## src/rtl/mem_stage_ctrl.sv

```systemverilog
// Memory-stage access controller: issues word/byte loads and stores on a req/ack
// data-memory port, stalls the pipeline while busy and returns aligned load data.
module mem_stage_ctrl #(
   parameter int unsigned TIMEOUT = 16
) (
   input  logic        clk,
   input  logic        reset,
   input  logic        memReadIn,
   input  logic        memWriteIn,
   input  logic        loadFullWordIn,
   input  logic        loadSignedIn,
   input  logic [31:0] aluResultIn,
   input  logic [31:0] regData2In,
   output logic        dmemReq,
   output logic        dmemWe,
   output logic [31:0] dmemAddr,
   output logic [31:0] dmemWData,
   output logic [3:0]  dmemByteEn,
   input  logic [31:0] dmemRData,
   input  logic        dmemAck,
   output logic        stall,
   output logic [31:0] loadDataOut,
   output logic        accessErr,
   output logic        busErr
);

   localparam int unsigned CNT_W = (TIMEOUT < 2) ? 1 : $clog2(TIMEOUT);

   typedef enum logic [1:0] {IDLE, ACCESS, DONE} state_t;

   state_t             state;
   logic [CNT_W-1:0]   cnt;
   logic               ld_pend;
   logic               ld_full;
   logic               ld_sgn;
   logic [1:0]         ld_off;

   logic               access_c;
   logic               bad_c;
   logic [7:0]         rbyte_c;
   logic [31:0]        load_val_c;

   assign access_c = memReadIn ^ memWriteIn;
   assign bad_c    = (memReadIn & memWriteIn) | (loadFullWordIn & (aluResultIn[1:0] != 2'b00));

   // Gated by reset so an abandoned transaction releases the pipeline at once.
   assign stall = reset & (((state == IDLE) & access_c & ~bad_c) | (state == ACCESS));

   // Little-endian byte select and extension of the returned word.
   always_comb begin
      rbyte_c = dmemRData[7:0];
      case (ld_off)
         2'd0:    rbyte_c = dmemRData[7:0];
         2'd1:    rbyte_c = dmemRData[15:8];
         2'd2:    rbyte_c = dmemRData[23:16];
         default: rbyte_c = dmemRData[31:24];
      endcase
      if (ld_full)
         load_val_c = dmemRData;
      else if (ld_sgn)
         load_val_c = {{24{rbyte_c[7]}}, rbyte_c};
      else
         load_val_c = {24'h000000, rbyte_c};
   end

   always_ff @(posedge clk or negedge reset) begin
      if (!reset) begin
         state       <= IDLE;
         cnt         <= '0;
         ld_pend     <= 1'b0;
         ld_full     <= 1'b0;
         ld_sgn      <= 1'b0;
         ld_off      <= 2'b00;
         dmemReq     <= 1'b0;
         dmemWe      <= 1'b0;
         dmemAddr    <= 32'h0;
         dmemWData   <= 32'h0;
         dmemByteEn  <= 4'h0;
         loadDataOut <= 32'h0;
         accessErr   <= 1'b0;
         busErr      <= 1'b0;
      end else begin
         accessErr <= 1'b0;
         busErr    <= 1'b0;
         case (state)
            IDLE: begin
               if (bad_c) begin
                  accessErr <= 1'b1;
               end else if (access_c) begin
                  state    <= ACCESS;
                  cnt      <= '0;
                  dmemReq  <= 1'b1;
                  dmemWe   <= memWriteIn;
                  dmemAddr <= {aluResultIn[31:2], 2'b00};
                  ld_pend  <= memReadIn;
                  ld_full  <= loadFullWordIn;
                  ld_sgn   <= loadSignedIn;
                  ld_off   <= aluResultIn[1:0];
                  if (memWriteIn && !loadFullWordIn) begin
                     dmemWData  <= {4{regData2In[7:0]}};
                     dmemByteEn <= 4'b0001 << aluResultIn[1:0];
                  end else begin
                     dmemWData  <= regData2In;
                     dmemByteEn <= 4'b1111;
                  end
               end
            end
            ACCESS: begin
               if (dmemAck) begin
                  if (ld_pend)
                     loadDataOut <= load_val_c;
                  dmemReq <= 1'b0;
                  state   <= DONE;
               end else if (cnt == CNT_W'(TIMEOUT - 1)) begin
                  dmemReq <= 1'b0;
                  busErr  <= 1'b1;
                  state   <= DONE;
               end else begin
                  cnt <= cnt + 1'b1;
               end
            end
            DONE:    state <= IDLE;
            default: state <= IDLE;
         endcase
      end
   end

endmodule

```

## config.mk

```make
export PLATFORM = sky130hd
export DESIGN_NAME = mem_stage_ctrl
export DESIGN_NICKNAME = d
export VERILOG_FILES = /design/src/rtl/mem_stage_ctrl.sv
export SDC_FILE = /design/constraint.sdc
export NUM_CORES = 1
export LEC_CHECK = 0
export ABC_CLOCK_PERIOD_IN_PS = 1900
export CAP_MARGIN = 40
export CORE_MARGIN = 8
export CORE_UTILIZATION = 43
export CTS_BUF_LIST = sky130_fd_sc_hd__clkbuf_8 sky130_fd_sc_hd__clkbuf_16
export DETAILED_ROUTE_END_ITERATION = 8
export PLACE_DENSITY = 0.81
export SLEW_MARGIN = 10
export SYNTH_ARGS = -nofsm -noshare
export SYNTH_HDL_FRONTEND = slang
export SYNTH_SLANG_ARGS = --single-unit
```

## constraint.sdc

```tcl
create_clock -name clk -period 1.9 [get_ports clk]
set_input_delay 0.38 -clock clk [delete_from_list [all_inputs] [get_ports clk]]
set_output_delay 0.38 -clock clk [all_outputs]
set_load 0.05 [all_outputs]
```

* Word level (Yosys, flattened, before mapping)
Index checks and enable logic that the tools add are counted.
** Word-level totals
- Register bits :: 113
- Memory bits (read-only) :: 0
- Logic and storage cells :: 70
- RAM bits :: 0
- Bits in latches :: 0
- Input bits :: 103
- Memories :: 0
** Operators by class
- Bitwise logic cells :: 9
- Shift-type cells :: 1
- Equal/unequal tests :: 9
- $lt $le $gt $ge :: 0
- Multipliers :: 0
- Divide/modulo/power cells :: 0
- Multiplexer cells :: 25
- $add $sub $neg :: 1
- Reduce and logical (&&, ||, !) cells :: 11
** Operators with widths (number)
- $mux W32 :: 3
- $pmux W8 S3 :: 1
- $mux W4 :: 5
- $mux W1 :: 9
- $reduce_and A3 Y1 :: 3
- $mux W2 :: 4
- $ne A2 B2 Y1 const B :: 4
- $pmux W4 S2 :: 1
- $and A1 B1 Y1 :: 5
- $reduce_and A5 Y1 :: 1
- $add A4 B1 Y4 const B :: 1
- $eq A2 B1 Y1 const B :: 2
- $eq A4 B4 Y1 const B :: 1
- $logic_not A2 Y1 :: 2
- $pmux W2 S2 :: 1
- $reduce_and A4 Y1 :: 1
- $reduce_bool A2 Y1 :: 2
- $shl A1 B2 Y4 const A :: 1
- $ne A3 B2 Y1 const B :: 1
- $eq A2 B2 Y1 const B :: 1
- $or A1 B1 Y1 :: 2
- $pmux W1 S2 :: 1
- $logic_and A1 B1 Y1 :: 1
- $logic_not A1 Y1 :: 1
- 2 further kinds :: 2

* Logic depth before layout (Yosys ltp)
- Depth after elaboration :: 7
- Gate-level depth with buffers :: 7

* Worst setup path before layout
OpenSTA, ideal clock, no wires.
- Path kind :: in2out
- Start :: input aluResultIn[0]
- End :: output stall
- Arrival :: 2.026 ns
- Data required time :: 1.520 ns
- Cell stages on the path :: 4
- Buffers on the path :: 0
- Setup slack :: -0.506 ns
- Cells stage by stage :: o21ai_1 nor2b_1 a21oi_1 nor3b_1
** Between the ends
- Longest elaborated chain between the ends :: 7
** Ends and longest elaborated chain
- start: declaration :: RTL line 12 : input logic [31:0] aluResultIn,
- $reduce_bool A2 Y1 :: RTL line 44 : assign bad_c = (memReadIn & memWriteIn) | (loadFullWordIn & (aluResultIn[1:0] != 2'b00));
- $and A1 B1 Y1 :: RTL line 44
- $or A1 B1 Y1 :: RTL line 44
- $not A1 Y1 (no line)
- $and A1 B1 Y1 :: RTL line 47 : assign stall = reset & (((state == IDLE) & access_c & ~bad_c) | (state == ACCESS));
- $or A1 B1 Y1 :: RTL line 47
- $and A1 B1 Y1 :: RTL line 47
- end: declaration :: RTL line 21 : output logic stall,
No other way between the ends.

* Final worst setup path
- Start :: input aluResultIn[1]
- End :: output stall
Same word-level chain as after synthesis.

==> flow_summary.json <==
{
  "status": "complete, no violations",
  "hold_violations": 0,
  "yosys_warnings": 0,
  "cts_root_buf": "clkbuf_16",
  "synth_edf_count": 0,
  "initial_utilization": 0.437,
  "netlist_area_um2": 4920,
  "hold_path_class": "input pin to async pin",
  "seqCellArea_um2": 2830,
  "mostFrequentLayoutCells": "113 x dfrtp_1, 96 x clkdlybuf4s50_1, 87 x buf_4, 67 x nand2_1, 53 x a21oi_1",
  "max_freq_mhz": 542,
  "start_kind": "input pin",
  "viasPerCell": 5.11,
  "timing.final.ws_setup_ns": 0.0561,
  "max-slew-margin-rel": 0.589,
  "syn_to_final_growth_pct": 55.3,
  "drt_iter0_drc": 321,
  "boundaryPins": 208,
  "diodes": 0,
  "ant_nets": 0,
  "cts.sinks": 113,
  "synth_area_leaders": "dfrtp_1 57%, mux2_4 6.4%, a21oi_1 5.5%, nand2_1 5.1%, o21ai_0 4.3%",
  "dp_slack_ns": -0.320,
  "cp.required_ns": 1.52,
  "synth_top_area_cell": "dfrtp_1",
  "finalNonFillerCells": 837,
  "gp_congestion": 0.806,
  "fp-row-count": 39,
  "cts.path.max_buffers": 2,
  "die-area_um2": 15100,
  "portBuffers": 205,
  "ys_async_sr_fraction": 1.00,
  "power_density_nw_per_um2": 1840,
  "clkTransAtPathRegs_ns": 0.05,
  "p_leak_nw": 3.59,
  "fin_skew_ns": 0.00752,
  "synth_top_area_share": 0.574,
  "cts_tree": "built",
  "dp_hpwl_um": 11200,
  "fin_nets": 788,
  "first_pass_iters": 6,
  "post-route-min-period_ns": 1.84,
  "postSynthAreaPerCell_um2": 10.5,
  "fin_util": 0.678,
  "antenna_found_initial": 0,
  "worst-path-max-fanout": 2,
  "multiInputGateArea_um2": 1910,
  "dpl.cell_count": 806,
  "htree_num_levels": 4,
  "cts_buffers": 17,
  "wirelength_um": 14900,
  "wire_per_inst_um": 17.8,
  "ys.flop_type": "dfrtp_1",
  "drive_above_1_share": 0.242,
  "cts-hold-fix-buffers": 0,
  "grt_first_pass_wirelength_um": 23000,
  "worstSetupPathType": "input pin to output port",
  "rsz0062_at_grt": "no",
  "finalPower_w": 0.0141,
  "seq_area_frac_synth": 0.574,
  "ys_types": 32,
  "grt_pass1_vias": 4486,
  "synthCells": 467,
  "layout_commonest_cell": "dfrtp_1",
  "fill_cells": 856,
  "die_y_um": 123,
  "worstPathArrival_ns": 1.46,
  "finalCritPeriodShare": 0.970,
  "grt_use_total": 0.196,
  "holdWs_ns": 0.0557,
  "drv_slew": 0,
  "worst_pin_slew_ns": 0.616,
  "overflow": 0,
  "die_x_um": 123,
  "core_um2": 11300,
  "clk_latency_ns": 0.40,
  "drc": 0,
  "grt_max_degree": 114,
  "setup_violations": 0,
  "yosys_register_bits": 113,
  "irDropWorstVdd_mv": 1.20,
  "vias": 4273,
  "endpoint_kind": "output port",
  "maxCapViolCount": 0
}
power by group:
group / leakage [nW] / total (W) / switching [W] / internal, W
combinational: 1.95 / 0.00717 / 0.00488 / 0.00229
sequential: 1.35 / 0.00404 / 0.000632 / 0.00340
clock: 0.279 / 0.00285 / 0.00102 / 0.00184
worst paths after layout:
kind                                 from         endpoint  slack [ns]  cells past startpoint
max reg2reg                      state[0]     dmemAddr[13]        0.24                      4
min in group clk                memReadIn          ld_pend        0.44                      2
min                                 reset          dmemReq        0.06                      2
max in group asynchronous           reset  loadDataOut[29]        1.36                      2
min reg2reg                 dmemWData[25]    dmemWData[25]        0.48                      2
max                        aluResultIn[1]            stall        0.06                      6
cell usage after synthesis (2+ instances only):
| library cell | n |
|---|---|
| nand2_1 | 67 |
| mux2_2 | 13 |
| buf_4 | 5 |
| nand3_1 | 3 |
| nor3b_1 | 2 |
| dfrtp_1 | 113 |
| mux2i_1 | 8 |
| nor2_1 | 44 |
| a211oi_1 | 8 |
| a31oi_1 | 25 |
| ha_1 | 2 |
| o21ai_0 | 42 |
| mux2_4 | 21 |
| a21oi_1 | 54 |
| inv_1 | 12 |
| buf_2 | 6 |
| nor3_1 | 4 |
| buf_6 | 5 |
| nand2b_1 | 2 |
| clkbuf_1 | 19 |
logic make-up after synthesis:
kind of cell | synth area share
buf+inv | 0.0488
other cells | 0.000762
mux | 0.115
fa+ha+maj | 0.00508
compound gates | 0.144
simple gates | 0.112
flops | 0.574
timing repair:
action / CTS / global route
endpoints found under the setup margin: 35 / 1
buffers inserted: 0 / 1
resized for setup: 45 / 2
pin swaps: 2 / 3
worst max-delay path: stages:
cell and delay (ns):
dlygate4sd2_1 0.25, o21ai_2 0.16, nor2b_4 0.20, a21oi_4 0.07, nor3b_4 0.23, buf_12 0.17
state kept, by name, summed over array words and instances, names as in the netlist:
register,flops
dmemWData,32
loadDataOut,32
dmemAddr,30
cnt,4
dmemByteEn,4
ld_off,2
state,2
accessErr,1
busErr,1
dmemReq,1
dmemWe,1
ld_full,1
ld_pend,1
ld_sgn,1
layout make-up:
type,count,share of cell area
flip-flops and latches,113,0.370
repair buffers,231,0.279
multi-input cells,308,0.250
clock buffers,23,0.0664
well taps,143,0.0234
inverters,12,0.00589
clock inverters,7,0.00458
per-stage QoR:
stage	area [um2]	setup TNS, ns
2_1_floorplan	4940	0
3_3_place_gp	7110	-14.06
3_5_place_dp	7110	-19.72
4_1_cts	7630	0
5_1_grt	7650	0
6_report	7650	0
per-layer routing:
metal	wire length, um	vias up	part of all wire	GRT usage
li1	-	2032	-	-
met1	5880	2069	0.40	0.235
met2	7720	155	0.52	0.333
met3	1060	17	0.071	0.0516
met4	213	0	0.014	0.0707
met5	0	-	0	0
(Power assumes the default switching activity.)
